==> src/rtl/booth_controller_if.sv <==
// Handshake and datapath-control bundle for booth_controller.
// master = controller side, slave = system/datapath side.
interface booth_controller_if #(
    parameter int NB = 4
);
    localparam int SW = $clog2(NB) + 1;

    logic          start;
    logic          ready;
    logic          busy;
    logic          done;
    logic [NB-1:0] q_obs;
    logic          load;
    logic          arithmetic;
    logic          shift;
    logic [SW-1:0] shmnt;

    modport master (
        input  start, q_obs,
        output ready, busy, done, load, arithmetic, shift, shmnt
    );

    modport slave (
        output start, q_obs,
        input  ready, busy, done, load, arithmetic, shift, shmnt
    );
endinterface

==> src/rtl/booth_controller.sv <==
// Radix-2 Booth multiplier control FSM with a shadow copy of the Booth LSB.
// Define BOOTH_SKIP_EN to shift across runs of equal multiplier bits in one step.
module booth_controller #(
    parameter int NB = 4
) (
    input  logic               clk,
    input  logic               rst,
    booth_controller_if.master bus
);
    localparam int CW = $clog2(NB) + 1;

    typedef enum logic [2:0] {
        S_IDLE,
        S_LOAD,
        S_EVAL,
        S_ARITH,
        S_SHIFT,
        S_DONE
    } state_t;

    state_t        r_state;
    state_t        w_next;
    logic [CW-1:0] r_cnt;
    logic          r_lsb;
    logic [CW-1:0] w_k;
    logic [NB-1:0] w_q_sh;
    logic          w_new_lsb;

`ifdef BOOTH_SKIP_EN
    logic [CW-1:0] w_run;
    logic          w_stop;

    // Run length of equal bits starting at Q[0], never past the bits still owed.
    always_comb begin
        w_run  = CW'(1);
        w_stop = 1'b0;
        for (int i = 1; i < NB; i++) begin
            if (!w_stop && (bus.q_obs[i] == bus.q_obs[i-1])) begin
                w_run = w_run + CW'(1);
            end else begin
                w_stop = 1'b1;
            end
        end
        w_k = (w_run > r_cnt) ? r_cnt : w_run;
    end
`else
    assign w_k = CW'(1);
`endif

    // The bit that lands in the Booth LSB after an arithmetic shift by k is Q[k-1].
    assign w_q_sh    = bus.q_obs >> (w_k - CW'(1));
    assign w_new_lsb = w_q_sh[0];

    always_ff @(posedge clk) begin
        if (rst) begin
            r_state <= S_IDLE;
            r_cnt   <= '0;
            r_lsb   <= 1'b0;
        end else begin
            // NOTE: non-blocking assignments keep every register sampling pre-edge values.
            r_state <= w_next;
            case (r_state)
                S_LOAD: begin
                    r_cnt <= CW'(NB);
                    r_lsb <= 1'b0;
                end
                S_SHIFT: begin
                    r_cnt <= r_cnt - w_k;
                    r_lsb <= w_new_lsb;
                end
                default: ;
            endcase
        end
    end

    always_comb begin
        // NOTE: every output gets a default first so no path through the case infers a latch.
        w_next         = r_state;
        bus.ready      = 1'b0;
        bus.busy       = 1'b1;
        bus.done       = 1'b0;
        bus.load       = 1'b0;
        bus.arithmetic = 1'b0;
        bus.shift      = 1'b0;
        bus.shmnt      = '0;
        case (r_state)
            S_IDLE: begin
                bus.ready = 1'b1;
                bus.busy  = 1'b0;
                if (bus.start) w_next = S_LOAD;
            end
            S_LOAD: begin
                bus.load = 1'b1;
                w_next   = S_EVAL;
            end
            S_EVAL: begin
                w_next = (bus.q_obs[0] ^ r_lsb) ? S_ARITH : S_SHIFT;
            end
            S_ARITH: begin
                bus.arithmetic = 1'b1;
                w_next         = S_SHIFT;
            end
            S_SHIFT: begin
                bus.shift = 1'b1;
                bus.shmnt = w_k;
                w_next    = (r_cnt == w_k) ? S_DONE : S_EVAL;
            end
            S_DONE: begin
                bus.done = 1'b1;
                w_next   = S_IDLE;
            end
            default: w_next = S_IDLE;
        endcase
    end
endmodule

==> src/flat_wrapper.sv <==
// flat-port wrapper written by rule: the top's interface ports become plain ports
module booth_controller_flat 
#(
    parameter int NB = 4
)
  (clk, rst, bus_start, bus_q_obs, bus_ready, bus_busy, bus_done, bus_load, bus_arithmetic, bus_shift, bus_shmnt);
  booth_controller_if #(.NB(NB)) bus_i ();
  input  logic clk;
  input  logic rst;
  input wire logic [$bits(bus_i.start)-1:0] bus_start;
  input wire logic [$bits(bus_i.q_obs)-1:0] bus_q_obs;
  output wire logic [$bits(bus_i.ready)-1:0] bus_ready;
  output wire logic [$bits(bus_i.busy)-1:0] bus_busy;
  output wire logic [$bits(bus_i.done)-1:0] bus_done;
  output wire logic [$bits(bus_i.load)-1:0] bus_load;
  output wire logic [$bits(bus_i.arithmetic)-1:0] bus_arithmetic;
  output wire logic [$bits(bus_i.shift)-1:0] bus_shift;
  output wire logic [$bits(bus_i.shmnt)-1:0] bus_shmnt;
  assign bus_i.start = bus_start;
  assign bus_i.q_obs = bus_q_obs;
  assign bus_ready = bus_i.ready;
  assign bus_busy = bus_i.busy;
  assign bus_done = bus_i.done;
  assign bus_load = bus_i.load;
  assign bus_arithmetic = bus_i.arithmetic;
  assign bus_shift = bus_i.shift;
  assign bus_shmnt = bus_i.shmnt;
  booth_controller #(.NB(NB)) u_core (.clk(clk), .rst(rst), .bus(bus_i));
endmodule
==> config.mk <==
export PLATFORM = sky130hd
export DESIGN_NAME = booth_controller_flat
export DESIGN_NICKNAME = d
export VERILOG_FILES = /design/src/rtl/booth_controller_if.sv /design/src/rtl/booth_controller.sv /design/src/flat_wrapper.sv
export SDC_FILE = /design/constraint.sdc
export NUM_CORES = 1
export LEC_CHECK = 0
export ABC_CLOCK_PERIOD_IN_PS = 1500
export CAP_MARGIN = 0
export CORE_AREA = 2 2 39 41
export DETAILED_ROUTE_END_ITERATION = 7
export DIE_AREA = 0 0 41 43
export GPL_TIMING_DRIVEN = 0
export PLACE_DENSITY = 0.69
export SYNTH_ARGS = -nofsm -noshare
export SYNTH_HDL_FRONTEND = slang
export SYNTH_SLANG_ARGS = --single-unit
==> constraint.sdc <==
create_clock -name clk -period 1.5 [get_ports clk]
set_input_delay 0.3 -clock clk [delete_from_list [all_inputs] [get_ports clk]]
set_output_delay 0.3 -clock clk [all_outputs]
set_load 0.01 [all_outputs]
# ---- Word level (Yosys, flattened, before mapping)
# Index checks and enable logic that the tools add are counted.
# Widths: inputs -> output; s select.
dict set report word_totals {
  out_inout_bits 9
  regBits 7
  inputBits 7
}
dict set report classes {
  n_bitwise 1
  mux 13
  addsub 1
  n_eq_ne 7
  n_reduce_logical 2
}
# cell n
set op_table {}
lappend op_table {{$pmux 3 s5} 1}
lappend op_table {{$mux 3} 3}
lappend op_table {{$mux 1} 7}
lappend op_table {{$eq 3x1->1 const B} 2}
lappend op_table {{$eq 3x2->1 const B} 2}
lappend op_table {{$eq 3x3->1 const B} 2}
lappend op_table {{$pmux 3 s2} 1}
lappend op_table {{$logic_not 3->1} 1}
lappend op_table {{$sub 3x1->3 const B} 1}
lappend op_table {{$ne 2x2->1 const B} 1}
lappend op_table {{$pmux 1 s2} 1}
lappend op_table {{$reduce_bool 2->1} 1}
lappend op_table {{$xor 1x1->1} 1}

# ---- Logic depth before layout (Yosys ltp)
dict set report logic_depth {
  depth_word 3
  depth_mapped 5
  ltp_nobuf 5
}

# ---- Least setup slack after synthesis
# No wires, ideal clock.
dict set report synth_timing {
  path_kind {reg2out}
  from {reg u_core.r_state[0]}
  to {out bus_ready}
  setup_slack_ps 218
  arrival_ps 982
  path_stages_with_launch 4
  required_time_ps 1200
  cell_sequence {dfxtp_1 > buf_4 > or3_4 > inv_1}
}
dict set report synth_via {
  elab_chain_len 2
}
# item line
set synth_rtl {}
lappend synth_rtl {{from (decl)} booth_controller.sv:21} ;# state_t r_state;
lappend synth_rtl {{from (signal assigned)} booth_controller.sv:61} ;# r_state <= w_next;
lappend synth_rtl {{$logic_not 3->1} booth_controller.sv:86} ;# case (r_state)
lappend synth_rtl {{$mux 1} booth_controller.sv:86}
lappend synth_rtl {{to (decl)} flat_wrapper.sv:12} ;# output wire logic [$bits(bus_i.ready)-1:0] bus_ready;
# Every way passes these cells.

# ---- Final worst setup path
dict set report layout_timing {
  from {reg u_core.r_state[2]}
  to {out bus_busy}
}
dict set report layout_via {
  elab_chain_len 2
}
# item line
set layout_rtl {}
lappend layout_rtl {{$logic_not 3->1} booth_controller.sv:86}
lappend layout_rtl {{$mux 1} booth_controller.sv:86}
lappend layout_rtl {{to (decl)} flat_wrapper.sv:13} ;# output wire logic [$bits(bus_i.busy)-1:0] bus_busy;
# Every way passes these cells.

==> key figures <==
Status
  – Status: finished with violations
  – Failing checks: setup timing

Floorplanning
  – Core Area: 1380 um^2
  – Die Wd: 41 um
  – Starting Density: 37.9%
  – Top Ports: 16
  – Die height: 43 um
  – Cell Rows: 14
  – Die Footprint: 1760 um^2

Yosys
  – Post-synth cell types: 30
  – Post-synth top area share: 26.7%
  – EDFF count, synth: 0
  – Post-synth top area cell: dfxtp_1
  – Most frequent cell after synthesis: dfxtp_1
  – Syn Inst Count: 62
  – Seq cells post-synth: 7
  – Seq/Total Area, Yosys: 26.7%
  – Synth async-reset ratio: 0%
  – Most used flip-flop cell after synthesis: dfxtp_1
  – Cell area after synthesis: 524 um^2
  – Post-Syn Area per Cell: 8.46 um^2
  – Synthesis warning total: 0
  – Most instantiated cells after synthesis: dfxtp_1, inv_1, o21ai_0
  – Synth top area cells: dfxtp_1, buf_4, ha_1

Placement
  – Post-DP HPWL: 759 um
  – Dpl cells: 89
  – Gpl congestion: 0.699
  – Dpl ws: -0.293 ns
  – PortBufs: 10

Critical path
  – Worst EP arrival: 1.30 ns
  – R2r setup slk: 0.19 ns
  – Worst Path Required: 1.20 ns
  – CP endpoint kind: output port
  – Critical Path Fanout Max: 2
  – Setup CP Type: reg -> out
  – Critical path launch point type: flip-flop
  – Cell mode on critical path: buf_6
  – R2r endpoint: u_core.r_state[1]
  – Slowest cell on the critical path: or3_4
  – Worst reg-to-reg path cell count: 5
  – CP Cell Sequence: buf_6, or3_4, buf_6, buf_6
  – CP max stage delay: 0.38 ns
  – Worst reg2reg startpoint: u_core.r_state[2]

Routing
  – Wire per inst: 11.5 um
  – Vias per cell: 4.88
  – Final wirelength: 1160 um
  – DRC Markers: 0
  – 1st-iter DRT viols: 5
  – Via count: 493
  – Detail Route Antenna Nets: 0
  – First-pass DRT Iterations: 4

Clocking
  – Reg clk slew, reported paths: 0.05 ns
  – Hold_buf cts: 0
  – Clock Path Buffers: 2
  – Inserted Clock Buffers: 3
  – CTS Sinks: 7
  – H-tree levels: 1
  – CTS tree: yes
  – Worst skew pair latency: 0.25 ns
  – Clock Root Buffer: clkbuf_4

Global route
  – Vias in the first global route: 448
  – Grt ovf: 0
  – Largest net degree at the start of global routing: 11
  – Antenna violations before repair: 0
  – Global-route wire length before repair: 1810 um
  – GRT Util Overall: 15.5%

Power and ir drop
  – Leakage: 0.331 nW
  – Peak supply drop: 0.000612 V
  – Power Dens Cells: 785 nW/um^2

STA
  – Layout Skew: 0.000631 ns
  – Unrepaired setup endpoints after global routing: yes
  – Hold slack final: 0.480 ns
  – Final setup fails: 3
  – PnR worst setup slack: -0.0983 ns
  – Post-route setup TNS: -0.163 ns
  – Slew Limit Fails: 0
  – Endpoints failing hold: 0
  – Final Cycle Share: 107%
  – Min Tclk post-route: 1.60 ns
  – Timing-limited maximum frequency: 0.626 GHz

Layout
  – Fill cells: 145
  – Layout cells sized above 1: 42.4%
  – Ant. Diodes: 0
  – Total Nets Final: 95
  – Layout overhead on the synthesized area: 42.7%
  – Cell Count, Final, Fillers Out: 101

Hold path
  – Hold Path End: u_core.r_cnt[1]
  – Worst min path class: reg -> reg
  – Hold path start: u_core.r_cnt[1]
  – Worst Hold Depth: 2

Run
  – Max-cap violations: 0
[worst max path at each step]
stage                      start        end
6_report       u_core.r_state[2]   bus_busy
3_5_place_dp   u_core.r_state[0]  bus_ready
5_1_grt        u_core.r_state[2]   bus_busy
3_3_place_gp   u_core.r_state[0]  bus_ready
4_1_cts        u_core.r_state[0]   bus_busy
2_1_floorplan  u_core.r_state[0]  bus_ready
[repair_timing]
action	in CTS	in global routing
buffers inserted	8	1
resized for setup	41	2
pin swaps	3	2
endpoints found under the setup margin	7	4
[registers in the layout, indices dropped and copies added (netlist names)]
name,flops
u_core.r_cnt,3
u_core.r_lsb,1
u_core.r_state,3
[cells in the final DEF, fill, tap and decap left out, types with 2 or more instances in the layout]
cell type,Yosys,final
ha_1,2,2
buf_6,2,7
dfxtp_4,0,3
buf_2,0,5
nor3_1,2,2
nor3b_1,3,2
clkdlybuf4s50_1,0,3
a21oi_1,4,4
nand2_1,4,4
o21ai_0,5,5
clkbuf_4,0,3
nor3_2,2,2
conb_1,1,2
inv_1,5,4
and2_1,3,3
dfxtp_1,7,4
buf_4,4,9
[power by group]
group	internal [mW]	leakage (nW)	total, mW	switching (mW)
Sequential	0.198	0.0591	0.209	0.0109
Clock	0.101	0.0150	0.168	0.0665
Combinational	0.115	0.257	0.210	0.0953
Total	0.415	0.331	0.588	0.173
[per-stage QoR]
step                utilization, %  cell area [um^2]  power [mW]
finish                        54.1               748       0.588
detailed placement            46.8               648       0.389
global route                  54.1               748       0.630
CTS                           53.5               741       0.595
floorplan                        -               528       0.326
global placement              46.8               648       0.385
[layer usage]
metal	track usage [%]	part of all wire, %	vias up
met2	25.3	53	9
met4	10.0	2.0	0
met5	0	0	-
met3	3.14	3.9	4
li1	-	-	256
met1	16.9	41	224
[cell type report]
cell class	instances	area, um^2	area share (%)
Multi-Input combinational cell	45	330	44.1
Sequential cell	7	151	20.2
Tap cell	16	20.0	2.68
Buffer	5	48.8	6.52
Clock buffer	4	26.3	3.51
Inverter	5	18.8	2.51
Timing Repair Buffer	19	153	20.4
[worst max-delay path, delay by kind of cell, from the launching register on]
| family | cells | cell delay [ns] |
|---|---|---|
| and+or+nand+nor | 1 | 0.38 |
| DFF | 1 | 0.34 |
| buffers and inverters | 3 | 0.34 |
[kinds of logic (layout without fill, tap and decap cells)]
kind of cell / count (synthesis) / count (layout) / share of synthesized area [%]
AO/OA/AOI/OAI: 16 / 16 / 20.8
XOR/XNOR: 1 / 1 / 1.67
adder cells (fa/ha/maj): 2 / 2 / 4.77
buffers and inverters: 11 / 33 / 13.6
flip-flops: 7 / 7 / 26.7
other: 1 / 2 / 0.715
AND/OR/NAND/NOR: 24 / 24 / 31.7
No activity file was read; power rests on OpenSTA's default activity.
